### src/rtl/pc_branch_ctrl_pkg.sv
// Shared types and constants for the PC / branch controller: FSM states,
// branch-condition encodings and the 32-entry absolute branch-target table.
// No logic; imported by the interface-facing top and the target-table sub-module.
package pc_branch_ctrl_pkg;

  typedef enum logic [1:0] {
    ST_IDLE   = 2'd0,
    ST_RUN    = 2'd1,
    ST_HALTED = 2'd2
  } state_e;

  // BranchCond encodings; flag bits are {zero, negative}.
  localparam logic [1:0] kB_ALW = 2'b00;  // unconditional
  localparam logic [1:0] kB_EQ  = 2'b01;  // zero flag set
  localparam logic [1:0] kB_NE  = 2'b10;  // zero flag clear
  localparam logic [1:0] kB_LT  = 2'b11;  // negative flag set

  localparam int kLutDepth = 32;
  localparam int kLutW     = 10;

  // Absolute branch targets indexed by the instruction's LutIdx field.
  // Entries 0, 3 and 5 are fixed by the program image (0, 100, 1023);
  // the rest are spaced 16 apart.
  localparam logic [kLutW-1:0] kBranchTable [0:kLutDepth-1] = '{
    10'd0,   10'd16,  10'd32,  10'd100, 10'd64,  10'd1023, 10'd96,  10'd112,
    10'd128, 10'd144, 10'd160, 10'd176, 10'd192, 10'd208,  10'd224, 10'd240,
    10'd256, 10'd272, 10'd288, 10'd304, 10'd320, 10'd336,  10'd352, 10'd368,
    10'd384, 10'd400, 10'd416, 10'd432, 10'd448, 10'd464,  10'd480, 10'd496
  };

endpackage

### src/rtl/pc_branch_ctrl_if.sv
// Control/status bundle between the instruction decoder and the PC controller.
// Ports: Start/Halt/BranchEn/BranchCond/LutIdx/FlagIn/FlagWe in; PC/FlagQ/Done out.
// master = decoder side (drives controls), slave = pc_branch_ctrl.
interface pc_branch_ctrl_if #(
  parameter int PC_W = 10
) ();

  logic            Start;
  logic            Halt;
  logic            BranchEn;
  logic [1:0]      BranchCond;
  logic [4:0]      LutIdx;
  logic [1:0]      FlagIn;
  logic            FlagWe;
  logic [PC_W-1:0] PC;
  logic [1:0]      FlagQ;
  logic            Done;

  modport master (
    output Start, Halt, BranchEn, BranchCond, LutIdx, FlagIn, FlagWe,
    input  PC, FlagQ, Done
  );

  modport slave (
    input  Start, Halt, BranchEn, BranchCond, LutIdx, FlagIn, FlagWe,
    output PC, FlagQ, Done
  );

endinterface

### src/rtl/pc_branch_ctrl_lut.sv
// branch_lut: combinational branch-target table lookup.
// Latency: zero (pure combinational). No backpressure.
// Ports: idx (5-bit table index) in, target (PC_W-bit absolute address) out.
module branch_lut
  import pc_branch_ctrl_pkg::*;
#(
  parameter int PC_W = 10
) (
  input  logic [4:0]      idx,
  output logic [PC_W-1:0] target
);

  assign target = PC_W'(kBranchTable[idx]);

endmodule

### src/rtl/pc_branch_ctrl.sv
// pc_branch_ctrl: program counter sequencer with IDLE/RUN/HALTED FSM and
// flag-conditioned absolute branches. Latency: one edge for every PC/flag
// update. No backpressure: a new instruction is accepted every RUN cycle.
// Ports: Clk, Reset (async active-high), bus (pc_branch_ctrl_if.slave).
// Build option: FLAG_BYPASS_EN -- a branch issued in the same cycle as a flag
// write evaluates its condition on FlagIn instead of the registered FlagQ.
module pc_branch_ctrl
  import pc_branch_ctrl_pkg::*;
#(
  parameter int PC_W = 10
) (
  input  logic              Clk,
  input  logic              Reset,
  pc_branch_ctrl_if.slave   bus
);

  state_e          state_q, state_d;
  logic [PC_W-1:0] pc_q, pc_d;
  logic [1:0]      flag_q, flag_d;
  logic            done_q, done_d;

  logic [PC_W-1:0] lut_target;
  logic [1:0]      cond_flags;
  logic            branch_taken;

  branch_lut #(.PC_W(PC_W)) u_lut (
    .idx    (bus.LutIdx),
    .target (lut_target)
  );

  // Flags the branch condition looks at.
  always_comb begin
    cond_flags = flag_q;
`ifdef FLAG_BYPASS_EN
    // Forward the flag value being written this cycle so a CMP+branch pair
    // sees the fresh result.
    if (bus.FlagWe && bus.BranchEn) begin
      cond_flags = bus.FlagIn;
    end
`endif
  end

  always_comb begin
    branch_taken = 1'b0;
    case (bus.BranchCond)
      kB_ALW:  branch_taken = 1'b1;
      kB_EQ:   branch_taken = cond_flags[1];
      kB_NE:   branch_taken = ~cond_flags[1];
      kB_LT:   branch_taken = cond_flags[0];
      default: branch_taken = 1'b0;
    endcase
  end

  // Next-state / next-output logic.
  always_comb begin
    state_d = state_q;
    pc_d    = pc_q;
    flag_d  = flag_q;
    done_d  = done_q;

    case (state_q)
      ST_IDLE: begin
        pc_d   = '0;
        done_d = 1'b0;
        if (bus.Start) begin
          state_d = ST_RUN;
        end
      end

      ST_RUN: begin
        // A flag write lands regardless of branch/halt in the same cycle.
        if (bus.FlagWe) begin
          flag_d = bus.FlagIn;
        end
        if (bus.Halt) begin
          state_d = ST_HALTED;
          done_d  = 1'b1;
        end else if (bus.BranchEn && branch_taken) begin
          pc_d = lut_target;
        end else begin
          pc_d = pc_q + PC_W'(1);  // wraps naturally at 2^PC_W
        end
      end

      ST_HALTED: begin
        if (bus.Start) begin
          state_d = ST_RUN;
          pc_d    = '0;
          flag_d  = 2'b00;
          done_d  = 1'b0;
        end
      end

      default: begin
        state_d = ST_IDLE;
        pc_d    = '0;
        flag_d  = 2'b00;
        done_d  = 1'b0;
      end
    endcase
  end

  always_ff @(posedge Clk or posedge Reset) begin
    if (Reset) begin
      state_q <= ST_IDLE;
      pc_q    <= '0;
      flag_q  <= 2'b00;
      done_q  <= 1'b0;
    end else begin
      state_q <= state_d;
      pc_q    <= pc_d;
      flag_q  <= flag_d;
      done_q  <= done_d;
    end
  end

  assign bus.PC    = pc_q;
  assign bus.FlagQ = flag_q;
  assign bus.Done  = done_q;

endmodule

### src/flat_wrapper.sv
// flat-port wrapper written by rule: the top's interface ports become plain ports
module pc_branch_ctrl_flat import pc_branch_ctrl_pkg::*;
#(
  parameter int PC_W = 10
)
  (Clk, Reset, bus_Start, bus_Halt, bus_BranchEn, bus_BranchCond, bus_LutIdx, bus_FlagIn, bus_FlagWe, bus_PC, bus_FlagQ, bus_Done);
  pc_branch_ctrl_if #(.PC_W(PC_W)) bus_i ();
  input  logic Clk;
  input  logic Reset;
  input wire logic [$bits(bus_i.Start)-1:0] bus_Start;
  input wire logic [$bits(bus_i.Halt)-1:0] bus_Halt;
  input wire logic [$bits(bus_i.BranchEn)-1:0] bus_BranchEn;
  input wire logic [$bits(bus_i.BranchCond)-1:0] bus_BranchCond;
  input wire logic [$bits(bus_i.LutIdx)-1:0] bus_LutIdx;
  input wire logic [$bits(bus_i.FlagIn)-1:0] bus_FlagIn;
  input wire logic [$bits(bus_i.FlagWe)-1:0] bus_FlagWe;
  output wire logic [$bits(bus_i.PC)-1:0] bus_PC;
  output wire logic [$bits(bus_i.FlagQ)-1:0] bus_FlagQ;
  output wire logic [$bits(bus_i.Done)-1:0] bus_Done;
  assign bus_i.Start = bus_Start;
  assign bus_i.Halt = bus_Halt;
  assign bus_i.BranchEn = bus_BranchEn;
  assign bus_i.BranchCond = bus_BranchCond;
  assign bus_i.LutIdx = bus_LutIdx;
  assign bus_i.FlagIn = bus_FlagIn;
  assign bus_i.FlagWe = bus_FlagWe;
  assign bus_PC = bus_i.PC;
  assign bus_FlagQ = bus_i.FlagQ;
  assign bus_Done = bus_i.Done;
  pc_branch_ctrl #(.PC_W(PC_W)) u_core (.Clk(Clk), .Reset(Reset), .bus(bus_i));
endmodule
### config.mk
export PLATFORM = sky130hd
export DESIGN_NAME = pc_branch_ctrl_flat
export DESIGN_NICKNAME = d
export VERILOG_FILES = /design/src/rtl/pc_branch_ctrl_pkg.sv /design/src/rtl/pc_branch_ctrl_if.sv /design/src/rtl/pc_branch_ctrl_lut.sv /design/src/rtl/pc_branch_ctrl.sv /design/src/flat_wrapper.sv
export SDC_FILE = /design/constraint.sdc
export NUM_CORES = 1
export LEC_CHECK = 0
export CAP_MARGIN = 20
export CORE_MARGIN = 3
export CORE_UTILIZATION = 46
export DETAILED_ROUTE_END_ITERATION = 8
export PLACE_DENSITY = 0.78
export SLEW_MARGIN = 10
export SYNTH_ARGS = -nofsm -noshare
export SYNTH_HDL_FRONTEND = slang
export SYNTH_SLANG_ARGS = --single-unit
### constraint.sdc
create_clock -name Clk -period 1.9 [get_ports Clk]
set_input_delay 0.38 -clock Clk [delete_from_list [all_inputs] [get_ports Clk]]
set_output_delay 0.38 -clock Clk [all_outputs]
set_load 0.05 [all_outputs]
# After elaboration in Yosys (flattened, before gate mapping)
# Memory sizes are Yosys's and may differ from the RTL's.
# Index checks and enable logic that the tools add are counted.
# totals
ff_bits	15
latch_bits	0
ramBits	0
rom_bits	320
output_inout_bits	13
n_memories	1
# classes
n_addsub	1
n_mul	0
div_mod_pow	0
n_lt_le_gt_ge	1
n_eq_ne	10
n_shift	0
mux	16
bitwise	3
n_reduce_logical	8
# memory_table
name	words	word_bits	rd	rd_ports_with_merged_regs	wr	line	rtl
(no name shown)	32	10	1	0	0	pc_branch_ctrl_lut.sv:13	assign target = PC_W'(kBranchTable[idx]);
# ops
cell	count
two-way mux 10 bit	5
case mux 10 bit (2 select lines)	1
adder 10 x 1 -> 10 bit (second input constant)	1
two-way mux 2 bit	4
inequality test 2 bit (second input constant)	4
== test 2 bit (second input constant)	3
greater-or-equal comparator 6 bit (second input constant)	1
NOT 5 -> 6 bit	1
case mux 2 bit (3 select lines)	1
AND reduction 2 bit	3
== test 2 x 1 -> 1 bit (second input constant)	2
logical NOT 2 bit	2
case mux 1 bit (4 select lines)	1
case mux 2 bit (2 select lines)	1
AND reduction 3 bit	1
two-way mux 1 bit	2
inequality test 2 x 1 -> 1 bit (second input constant)	1
NOT 1 bit	2
case mux 1 bit (2 select lines)	1
OR reduction 2 bit	1
logical AND 1 bit	1

# Depth between registers and ports, before layout
# logic_depth
word_depth	7
ltp_mapped	6

# Cells and area by module
# Synthesis repeated with hierarchy kept, for this count alone.
# hier_totals
hier_cells	111
area_unflattened_um2	1054.8
# by_module_without_submodules
module	n_inst	cells_per_inst	area_each_um2
pc_branch_ctrl	1	96	949.7
branch_lut	1	15	105.1

# Worst setup path before layout
# No wires, ideal clock.
# synth_path
path_type	reg2reg
start	reg u_core.pc_q[0], in the netlist u_core.bus.PC[0]
end	reg u_core.pc_q[8], in the netlist u_core.bus.PC[8]
setup_ns	0.070
t_arrival_ns	1.928
required_time_ns	1.830
slack_ns	-0.097
stages_incl_launch_ff	6
path_buffers	0
period_less_slack_ns	1.997
path_cell_list	dfrtp_1 > ha_1 > nand3_2 > or3_1 > or4_1 > nand3_1
# synth_via
elab_chain_cells	4
# synth_rtl
element	line	rtl
from (decl)	pc_branch_ctrl.sv:18	logic [PC_W-1:0] pc_q, pc_d;
from (signal assigned)	pc_branch_ctrl.sv:111	pc_q <= pc_d;
adder 10 x 1 -> 10 bit	pc_branch_ctrl.sv:81	pc_d = pc_q + PC_W'(1);
two-way mux 10 bit	pc_branch_ctrl.sv:78	end else if (bus.BranchEn && branch_taken) begin
two-way mux 10 bit	pc_branch_ctrl.sv:75	if (bus.Halt) begin
case mux 10 bit (2 select lines)	pc_branch_ctrl.sv:61	case (state_q)
# Every way passes these cells. The select of a mux whose other input is x is not followed.
# A chain may end at the register's enable or synchronous reset.

# Worst setup path in the final report
# layout_path
start	in bus_BranchCond[0]
end	reg u_core.pc_q[8], in the netlist u_core.bus.PC[8]
# layout_via
elab_chain_cells	6
elab_cells_between_ends	9
cone_classes	eq/ne (3); mux (4); reduce/logical (2)
# layout_rtl
element	line	rtl
from (decl)	flat_wrapper.sv:13	input wire logic [$bits(bus_i.BranchCond)-1:0] bus_BranchCond;
== test 2 bit, or another cell as far along	pc_branch_ctrl.sv:45	case (bus.BranchCond)
case mux 1 bit (4 select lines) *	pc_branch_ctrl.sv:45	
logical AND 1 bit *	pc_branch_ctrl.sv:78	
two-way mux 10 bit *	pc_branch_ctrl.sv:78	
two-way mux 10 bit *	pc_branch_ctrl.sv:75	
case mux 10 bit (2 select lines) *	pc_branch_ctrl.sv:61	
# Mark *: on every way between the ends. The rest lies on a longest branch, timed or not. The select of a mux whose other input is x is not followed.

==> flow_metrics.env <==
export IMPL_status="completed"
export IMPL_yosys_top_cells_count="dfrtp_1, nand2_1, o21ai_0"
export IMPL_io_pin_count=28
export IMPL_clk_path_buf_depth=2
export IMPL_max_cap_violations=0
export IMPL_dp_hpwl_microns=1920
export IMPL_synthToLayoutAreaGrowth_pct=42.1
export IMPL_crit_family="simple AND/OR/NAND/NOR gates"
export IMPL_drt_total_wl_microns=2540
export IMPL_syn_num_nets=120
export IMPL_fillers=157
export IMPL_crit_chain="clkdlybuf4s50_1 -> and3_1 -> o21a_1 -> or4_1 -> nand3_1"
export IMPL_multi_input_area_sq_um=547
export IMPL_power_density_nw_per_um2=814
export IMPL_clock_skew_ps=8.77
export IMPL_drt_iter0_drc=13
export IMPL_avgViaCountPerCell=5.72
export IMPL_core_area_sq_um=1840
export IMPL_clkTransAtPathRegs_ps=100
export IMPL_synth_cells=104
export IMPL_ys_types=43
export IMPL_setup_violations_final=0
export IMPL_io_buffer_count=27
export IMPL_vias=984
export IMPL_worst_hold_slack_ps=442
export IMPL_grt_pass1_vias=981
export IMPL_hold_class="input port to asynchronous set/reset pin"
export IMPL_finalPower_mw=1.11
export IMPL_gr_usage_all_layers_pct=22.1
export IMPL_criticalPathCategory="input port to register"
export IMPL_fin_ws_ps=145
export IMPL_grt_max_degree=16
export IMPL_synth_most_common_cell="dfrtp_1"
export IMPL_gp_congestion=0.833
export IMPL_fmax_mhz=570
export IMPL_yosys_area_top_type_share_pct=39.2
export IMPL_dieWidth_microns=51.6
export IMPL_synth_area_leaders="dfrtp_1, mux2i_1, o21ai_0"
export IMPL_diodes=0
export IMPL_cts_max_level=1
export IMPL_cts_root_buf="clkbuf_4"
export IMPL_tightest_slew_ps=603
export IMPL_rows=15
export IMPL_drive_gt1_share_pct=24.5
export IMPL_end_kind="register"
export IMPL_synth_area_sq_um=957
export IMPL_required_ps=2130
export IMPL_crit_buf_inv=1
export IMPL_grt_overflow=0
export IMPL_place_inst=168
export IMPL_regArea_sq_um=378
export IMPL_yosysSeqAreaShare_pct=39.2
export IMPL_fin_crit_sh_pct=92.4
export IMPL_slowest_stage="or4_1"
export IMPL_route_detailed_drc=0
export IMPL_cts_buffers=3
export IMPL_dp_slack_ps=-147
export IMPL_start_util_pct=52.0
export IMPL_vdd_drop_max_uv=650
export IMPL_dieArea_sq_um=2660
export IMPL_fin_area_sq_um=1360
export IMPL_clk_latency_ps=300
export IMPL_yosysTopAreaCell="dfrtp_1"
export IMPL_start_kind="input port"
export IMPL_finalHoldViolCount=0
export IMPL_cts_sinks=15
export IMPL_worstPathArrival_ps=1990
export IMPL_synth_avg_cell_area_sq_um=9.20
export IMPL_min_period_ps=1760
export IMPL_die_y_microns=51.6
export IMPL_antenna_found_initial=0
export IMPL_synth_edff_count=0
export IMPL_synth_warning_count=0
export IMPL_rsz0062_at_grt="no"
export IMPL_cts_tree="built"
export IMPL_synth_async_reset_ratio_pct=100
export IMPL_max_stage_delay_ps=530
export IMPL_ys_seq_elements=15
export IMPL_p_leak_nw=0.592
export IMPL_nNetsFinal=164
export IMPL_slew_headroom_pct=59.8
export IMPL_stdcell_count=172
export IMPL_dpl_cell_area_sq_um=1330
export IMPL_slew_violations=0
export IMPL_grt_pass1_wl_microns=4420
export IMPL_path_max_fanout=14
export IMPL_dominantRegCellSynth="dfrtp_1"
export IMPL_first_pass_iters=4
export IMPL_ant_nets=0
export IMPL_wl_per_cell_microns=14.8
==> power by group <==
part           switching [mW]  internal, mW
sequential             0.0529         0.366
clock                   0.117        0.0803
combinational           0.287         0.204
==> registers in the layout (all words and copies together) (netlist names) <==
register / flops
u_core.bus.PC: 10
u_core.bus.FlagQ: 2
u_core.state_q: 2
u_core.bus.Done: 1
==> final cells by class <==
| class | count | area share, % |
|---|---|---|
| Inverter | 5 | 1.38 |
| Multi-Input combinational cell | 81 | 40.2 |
| Sequential cell | 15 | 27.8 |
| Clock inverter | 1 | 0.552 |
| Timing Repair Buffer | 42 | 26.1 |
| Tap cell | 25 | 2.30 |
| Clock buffer | 3 | 1.66 |
==> worst paths after layout <==
path                                      from                  end  slack, ps  cells after the start
max                          bus_BranchCond[0]     u_core.bus.PC[8]        140                      5
min                                      Reset    u_core.state_q[1]        440                      2
max reg2reg                   u_core.bus.PC[0]     u_core.bus.PC[8]        170                      5
min reg2reg                u_core.bus.FlagQ[0]  u_core.bus.FlagQ[0]        520                      1
max in group asynchronous                Reset     u_core.bus.PC[0]       1040                      2
min in group Clk           u_core.bus.FlagQ[0]  u_core.bus.FlagQ[0]        520                      1
==> metrics by stage <==
step                      TNS [ps]  util, %
final                            0     73.9
after global routing             0     73.9
after CTS                        0     73.8
after detailed placement      -881     72.2
after global placement        -559     72.2
after floorplan                  0        -
==> layer usage <==
metal  GRT usage (%)  vias to the layer above  routed length (microns)
li1                -                      490                        -
met2            36.2                       28                     1110
met4            7.86                        0                       38
met3            4.30                        5                      140
met5               0                        -                        0
met1            29.0                      461                     1250
==> cells in the final DEF, fill, tap and decap left out, drive strengths merged, types with 4 or more instances in the layout <==
master and count:
o21ai 11, dfrtp 15, buf 27, nand2 9
nor2 4, mux2i 5, inv 5, nand3 5
clkdlybuf4s50 14, nand2b 4
==> cell families (layout without fill, tap and decap cells) <==
| family | count (synthesis) | in the layout | share of synthesized area [%] |
|---|---|---|---|
| simple gates | 38 | 38 | 22.4 |
| compound gates | 36 | 36 | 27.3 |
| flops | 15 | 15 | 39.2 |
| buf+inv | 8 | 51 | 3.66 |
| mux | 5 | 5 | 5.23 |
| fa+ha+maj | 1 | 1 | 1.31 |
| xor+xnor | 1 | 1 | 0.915 |
==> what timing repair did <==
action                     CTS  global route
hold buffers                 0             0
gates resized for setup      0             1
setup buffers                0             0
setup endpoints to repair    0             1
==> worst reg2reg max path, cell delays in order (launching register included) <==
cell     delay, ps
dfrtp_2        420
ha_1           220
nand3_2        120
or3_1          400
or4_1          400
nand3_1        100
(Power assumes the default switching activity.)
